==> config.mk <==
export PLATFORM = sky130hd
export DESIGN_NAME = hilo_md_ctrl
export DESIGN_NICKNAME = d
export VERILOG_FILES = /design/src/rtl/hilo_md_ctrl.sv
export SDC_FILE = /design/constraint.sdc
export NUM_CORES = 2
export LEC_CHECK = 0
export ABC_AREA = 1
export CORE_MARGIN = 4
export CORE_UTILIZATION = 55
export DETAILED_ROUTE_END_ITERATION = 8
export GPL_TIMING_DRIVEN = 0
export PLACE_DENSITY = 0.8
export SKIP_LAST_GASP = 1
export SYNTH_ARGS = -nofsm -noshare
export SYNTH_HDL_FRONTEND = slang
export SYNTH_SLANG_ARGS = --single-unit
==> constraint.sdc <==
create_clock -name clk -period 5.15 [get_ports clk]
set_input_delay 1.03 -clock clk [delete_from_list [all_inputs] [get_ports clk]]
set_output_delay 1.03 -clock clk [all_outputs]
set_load 0.01 [all_outputs]
==> src/rtl/hilo_md_ctrl.sv <==
`default_nettype none
// ============================================================================
// Module  : hilo_md_ctrl
// Brief   : MULT/MULTU/DIV/DIVU sequencer producing HI/LO results
// Revision: 1.0 - initial release
// ============================================================================
module hilo_md_ctrl #(
    parameter int MUL_LAT        = 2,
    parameter bit DIV_EARLY_ZERO = 1'b1
) (
    input  logic        clk,
    input  logic        resetn,
    input  logic        md_start,
    input  logic [1:0]  md_op,
    input  logic [31:0] md_src1,
    input  logic [31:0] md_src2,
    input  logic        cancel,
    output logic        md_busy,
    output logic        md_done,
    output logic [31:0] md_hi,
    output logic [31:0] md_lo,
    output logic        md_div0
);

    typedef enum logic [1:0] {
        S_IDLE = 2'd0,
        S_MUL  = 2'd1,
        S_DIV  = 2'd2,
        S_DONE = 2'd3
    } state_t;

    localparam logic [5:0] C_MUL_LAST = 6'(MUL_LAT - 2);
    localparam logic [5:0] C_DIV_LAST = 6'd31;

    state_t      state_q, state_d;
    logic [5:0]  cnt_q;
    logic [31:0] quo_q, rem_q, dvs_q, src1_q;
    logic        neg_quo_q, neg_rem_q, dvz_q;
    logic [63:0] prod_q;
    logic [31:0] hi_q, lo_q;
    logic        div0_q;

    logic        w_accept, w_is_div, w_signed, w_s1neg, w_s2neg, w_src2_zero, w_early;
    logic [31:0] w_mag1, w_mag2;
    logic [63:0] w_opa, w_opb, w_prod;
    logic [32:0] w_rem_sh;
    logic        w_fits;
    logic [31:0] w_trial, w_rem_step, w_quo_step, w_quo_fin, w_rem_fin;
    logic        w_load, w_res_div0;
    logic [63:0] w_res;

    assign w_accept    = ((state_q == S_IDLE) || (state_q == S_DONE)) && md_start && !cancel;
    assign w_is_div    = md_op[1];
    assign w_signed    = !md_op[0];
    assign w_s1neg     = w_signed & md_src1[31];
    assign w_s2neg     = w_signed & md_src2[31];
    assign w_src2_zero = (md_src2 == 32'd0);
    assign w_early     = w_is_div && w_src2_zero && DIV_EARLY_ZERO;
    assign w_mag1      = w_s1neg ? (~md_src1 + 32'd1) : md_src1;
    assign w_mag2      = w_s2neg ? (~md_src2 + 32'd1) : md_src2;

    // A 64x64 product truncated to 64 bits is exact for both signednesses
    // once the operands are extended the right way.
    assign w_opa  = w_signed ? {{32{md_src1[31]}}, md_src1} : {32'd0, md_src1};
    assign w_opb  = w_signed ? {{32{md_src2[31]}}, md_src2} : {32'd0, md_src2};
    assign w_prod = w_opa * w_opb;

    // One restoring step: shift in the next dividend bit, subtract if it fits.
    assign w_rem_sh   = {rem_q, quo_q[31]};
    assign w_fits     = (w_rem_sh >= {1'b0, dvs_q});
    assign w_trial    = w_rem_sh[31:0] - dvs_q;
    assign w_rem_step = w_fits ? w_trial : w_rem_sh[31:0];
    assign w_quo_step = {quo_q[30:0], w_fits};
    assign w_quo_fin  = neg_quo_q ? (~w_quo_step + 32'd1) : w_quo_step;
    assign w_rem_fin  = neg_rem_q ? (~w_rem_step + 32'd1) : w_rem_step;

    always_comb begin
        state_d = state_q;
        case (state_q)
            S_IDLE, S_DONE: begin
                state_d = S_IDLE;
                if (w_accept) begin
                    if (!w_is_div)
                        state_d = (MUL_LAT == 1) ? S_DONE : S_MUL;
                    else if (w_early)
                        state_d = S_DONE;
                    else
                        state_d = S_DIV;
                end
            end
            S_MUL:   if (cnt_q == C_MUL_LAST) state_d = S_DONE;
            S_DIV:   if (cnt_q == C_DIV_LAST) state_d = S_DONE;
            default: state_d = S_IDLE;
        endcase
        if (cancel)
            state_d = S_IDLE;
    end

    assign w_load = (state_d == S_DONE);

    always_comb begin
        w_res      = prod_q;
        w_res_div0 = 1'b0;
        if (w_accept) begin
            if (w_is_div) begin
                w_res      = {md_src1, 32'hFFFF_FFFF};
                w_res_div0 = 1'b1;
            end else begin
                w_res = w_prod;
            end
        end else if (state_q == S_DIV) begin
            if (dvz_q) begin
                w_res      = {src1_q, 32'hFFFF_FFFF};
                w_res_div0 = 1'b1;
            end else begin
                w_res = {w_rem_fin, w_quo_fin};
            end
        end
    end

    always_ff @(posedge clk or negedge resetn) begin
        if (!resetn)
            state_q <= S_IDLE;
        else
            state_q <= state_d;
    end

    always_ff @(posedge clk or negedge resetn) begin
        if (!resetn) begin
            cnt_q     <= 6'd0;
            quo_q     <= 32'd0;
            rem_q     <= 32'd0;
            dvs_q     <= 32'd0;
            src1_q    <= 32'd0;
            neg_quo_q <= 1'b0;
            neg_rem_q <= 1'b0;
            dvz_q     <= 1'b0;
            prod_q    <= 64'd0;
            hi_q      <= 32'd0;
            lo_q      <= 32'd0;
            div0_q    <= 1'b0;
        end else begin
            if (cancel) begin
                cnt_q <= 6'd0;
                rem_q <= 32'd0;
            end else if (w_accept) begin
                cnt_q     <= 6'd0;
                quo_q     <= w_mag1;
                rem_q     <= 32'd0;
                dvs_q     <= w_mag2;
                src1_q    <= md_src1;
                neg_quo_q <= w_s1neg ^ w_s2neg;
                neg_rem_q <= w_s1neg;
                dvz_q     <= w_src2_zero;
                prod_q    <= w_prod;
            end else if (state_q == S_DIV) begin
                cnt_q <= cnt_q + 6'd1;
                quo_q <= w_quo_step;
                rem_q <= w_rem_step;
            end else if (state_q == S_MUL) begin
                cnt_q <= cnt_q + 6'd1;
            end

            // Results change only when DONE is entered; an early-zero accept
            // enters DONE directly, so the load takes priority over the clear.
            if (w_load) begin
                hi_q   <= w_res[63:32];
                lo_q   <= w_res[31:0];
                div0_q <= w_res_div0;
            end else if (w_accept) begin
                div0_q <= 1'b0;
            end
        end
    end

    assign md_busy = (state_q == S_MUL) || (state_q == S_DIV);
    assign md_done = (state_q == S_DONE);
    assign md_hi   = hi_q;
    assign md_lo   = lo_q;
    assign md_div0 = div0_q;

endmodule
`default_nettype wire
==> metrics.md <==
| Metric | Value |
|---|---|
| Tot GR Track Use | 44.2% |
| Outcome | complete, but fails checks |
| Capture point of the worst path | prod_q[56] |
| Worst min-delay path class | in2async |
| Crit path DAT | 9.45 ns |
| Global-route wire length before repair | 406 mm |
| # clock sinks | 268 |
| Root Buffer Master | sky130_fd_sc_hd__clkbuf_16 |
| EDFF count, synth | 0 |
| Remaining global-route overflow | 0 |
| Async S/R FF share, synth | between 90% and 100% |
| Post-route fraction of the period consumed by the critical path | 175% |
| Worst-case setup margin in the final layout | -3.86 ns |
| Most used flip-flop cell after synthesis | sky130_fd_sc_hd__dfrtp_1 |
| Via count of the first global-routing pass | 63300 |
| Number of endpoints with negative hold slack in the final report | 0 |
| Number of buffers between clock root and the deepest sink | 3 |
| Maximum level of the CTS H-tree | 1 |
| Sum of net half-perimeters after detailed placement | between 200 and 250 mm |
| Pre-antenna DRT Iters | 8 |
| Classification of the worst setup path | in2reg |
| Core outline area | 121000 um2 |
| RSZ-0062 raised after global routing | true |
| Initial detailed-routing violation count | 7988 |
| Worst-case reg-to-reg path depth | 11 |
| Reg-to-reg setup timing slack | 0.06 ns |
| Total CTS buffers | 30 |
| FF+latch count, synth | 268 |
| Max_cap viols | 0 |
| Sequential-to-total area share from yosys stat | 9.99% |
| Synth Cell Area | 67100 um2 |
| Slowest cell on the critical path | sky130_fd_sc_hd__fa_2 |
| Required time of the critical path | 5.59 ns |
| Layout cell share with drive strength beyond 1 | approximately 16% |
| Xor/xnor share of the synthesized area | under 10% |
| Commonest non-fill, non-tap cells in the layout | sky130_fd_sc_hd__inv_1, sky130_fd_sc_hd__nand2_1, sky130_fd_sc_hd__fa_1 |
| CP Max Fanout | 8 |
| Synth warnings | 0 |
| Slew HR | slightly above 4% |
| Worst slew pin tran | between 1 and 1.5 ns |
| Fmax | 111 MHz |
| CTS tree | yes |
| Total number of placement rows | 127 |
| Starting utilization of the core area | 55.7% |
| Width of the die | about 360 um |
| Die boundary height | ~360 um |
| DRC viols | 0 |
| Most common library cell in the layout ignoring fill and taps | sky130_fd_sc_hd__inv_1 |
| Count of final max-slew check failures | 0 |
| Die area | approximately 130000 um2 |
| Wire per inst | 27.0 um |
| Arithmetic-cell share of the synthesized area counting full adders, half adders and majority gates | approximately half |
| Largest stage delay, worst path | 0.61 ns |
| Violated checks | negative setup slack |
| Worst flop-to-flop path endpoint | src1_q[6] |
| Total nets after synthesis | 10300 |
| Total via count after detailed routing | 61300 |
| Reg-to-Reg Start | state_q[0] |
| Skew final | 0.0306 ns |
| Buffers added on ports | 75 |
| Largest family of logic cells by synthesized area | adder cells |
| Share of synthesized cell area in and, or, nand and nor gates | around 16% |
| Synth-to-layout area growth | 17.5% |
| Total Negative Setup Slacks | -168.50 ns |
| Clock-pin slew on the worst setup and hold paths | 0.06 ns |
| Maximum number of pins on one net before global-route repair | 103 |
| Post-route minimum period | 9.01 ns |
| Kind of launch point of the worst setup path | primary input |
| Post-Place Worst Slack | -6.27 ns |
| Syn avg cell area | roughly 7.9 um2 |
| Portion of netlist area occupied by mux cells | 0% |
| Total Nets Final | 10600 |
| Initial antenna violation count | 13 |
| Final setup violation count | 63 |
| Final WL | around 280 mm |
| Number of distinct library cells after synthesis | 69 |
| Count of fill cells added during filler insertion | 9836 |
| I/O pin count | about 140 |
| Final antenna-violating net count | 0 |
| Critical Path Sink Type | register |
| Startpoint of the most critical setup path | md_op[0] |
| Area fraction in compound gates after synthesis | 6.70% |
| Detailed-route vias per instance | 5.86 |
| Gate count after technology mapping | 8487 |
| Worst-skew pair later-pin latency | 0.60 ns |
| Final RePlAce weighted congestion | 1.10 |
## routing by layer
metal  global-route usage (%)  part of all wire [%]
met4                     36.7                    11
met5                        0                 0.039
met3                     16.2                    15
met1                     52.0                    32
met2                     64.8                    41
## through the flow
step | hold slack (ns) | instance area [um2] | cells | utilization [%]
finish | 0.425 | 78900 | 10500 | 65.4
global placement | 0.453 | 71900 | 10200 | 59.6
global route | 0.471 | 78900 | 10400 | 65.4
CTS | 0.437 | 77300 | 10400 | 64.1
floorplan | 0.436 | 69100 | 8487 | -
detailed placement | 0.460 | 72000 | 10200 | 59.7
## how the worst min path moves through the flow
stage	startpoint	to	slack, ns
finish	resetn	dvs_q[16]	0.43
global route	resetn	dvs_q[17]	0.47
CTS	resetn	dvs_q[17]	0.44
detailed placement	prod_q[10]	prod_q[10]	0.46
global placement	prod_q[1]	prod_q[1]	0.45
floorplan	prod_q[7]	prod_q[7]	0.44
## flip-flops by register name (all words and copies together), names as in the netlist
register	cells
prod_q	64
dvs_q	32
md_lo	32
src1_q	32
state_q	2
quo_q	32
rem_q	32
md_div0	1
dvz_q	1
md_hi	32
neg_rem_q	1
neg_quo_q	1
cnt_q	6
## area by class of cell
| cell class | count | area, um2 | area share [%] |
|---|---|---|---|
| Antenna cell | 12 | 30.0 | 0.0380 |
| Buffer | 365 | 3990 | 5.05 |
| Clock buffer | 37 | 807 | 1.02 |
| Clock inverter | 14 | 185 | 0.235 |
| Inverter | 2603 | 9800 | 12.4 |
| Multi-Input combinational cell | 5246 | 52600 | 66.6 |
| Sequential cell | 268 | 6710 | 8.50 |
| Tap cell | 1612 | 2020 | 2.56 |
| Timing Repair Buffer | 296 | 2830 | 3.58 |
## cells in the mapped netlist (all sizes together) (4+ instances only)
cell type | instances | share of area, %
o211ai | 12 | 0.14
a21o | 7 | 0.078
o21ai | 223 | 1.7
nor4 | 14 | 0.13
xor2 | 62 | 0.81
dfrtp | 268 | 10
nor2 | 396 | 2.4
clkbuf | 243 | 1.4
a211oi | 8 | 0.089
inv | 2595 | 15
o21bai | 23 | 0.26
or2 | 48 | 0.45
a2bb2oi | 37 | 0.56
a2111oi | 4 | 0.052
a31oi | 27 | 0.25
nand3b | 11 | 0.12
xnor2 | 68 | 0.89
nand2 | 1865 | 11
a31o | 8 | 0.10
a32o | 6 | 0.089
nand3 | 188 | 1.5
a22oi | 13 | 0.15
ha | 354 | 6.6
o21a | 13 | 0.15
fa | 1415 | 42
nand4 | 31 | 0.30
and2 | 4 | 0.037
o221ai | 7 | 0.091
nor3 | 56 | 0.48
clkinv | 8 | 0.045
a221oi | 10 | 0.13
a21oi | 225 | 1.7
o31ai | 10 | 0.11
a311oi | 5 | 0.065
buf | 127 | 0.93
a32oi | 5 | 0.065
a21boi | 22 | 0.26
o22ai | 53 | 0.49
## critical path: cells and delay by family
kind	cells	cell delay, ns
compound gates	6	0.92
xor+xnor	1	0.23
fa+ha+maj	11	5.50
buf+inv	13	1.26
simple gates	4	0.48
## logic make-up (layout without fill, tap and decap cells)
kind of cell,count (synthesis),count (layout)
xor+xnor,130,130
compound gates,733,733
other cells,0,12
buf+inv,2973,3315
fa+ha+maj,1769,1769
flops,268,268
simple gates,2614,2614
## repair_timing
action	4_1_cts	5_1_grt
gates cloned	0	1
gates resized for setup	817	334
setup buffers	146	77
hold buffers	0	0
pin swaps	266	135
setup endpoints to repair	63	63
Power is left out: the tool's default activity adds up to more than one toggle a clock period on the data nets, which glitch-free logic cannot reach.
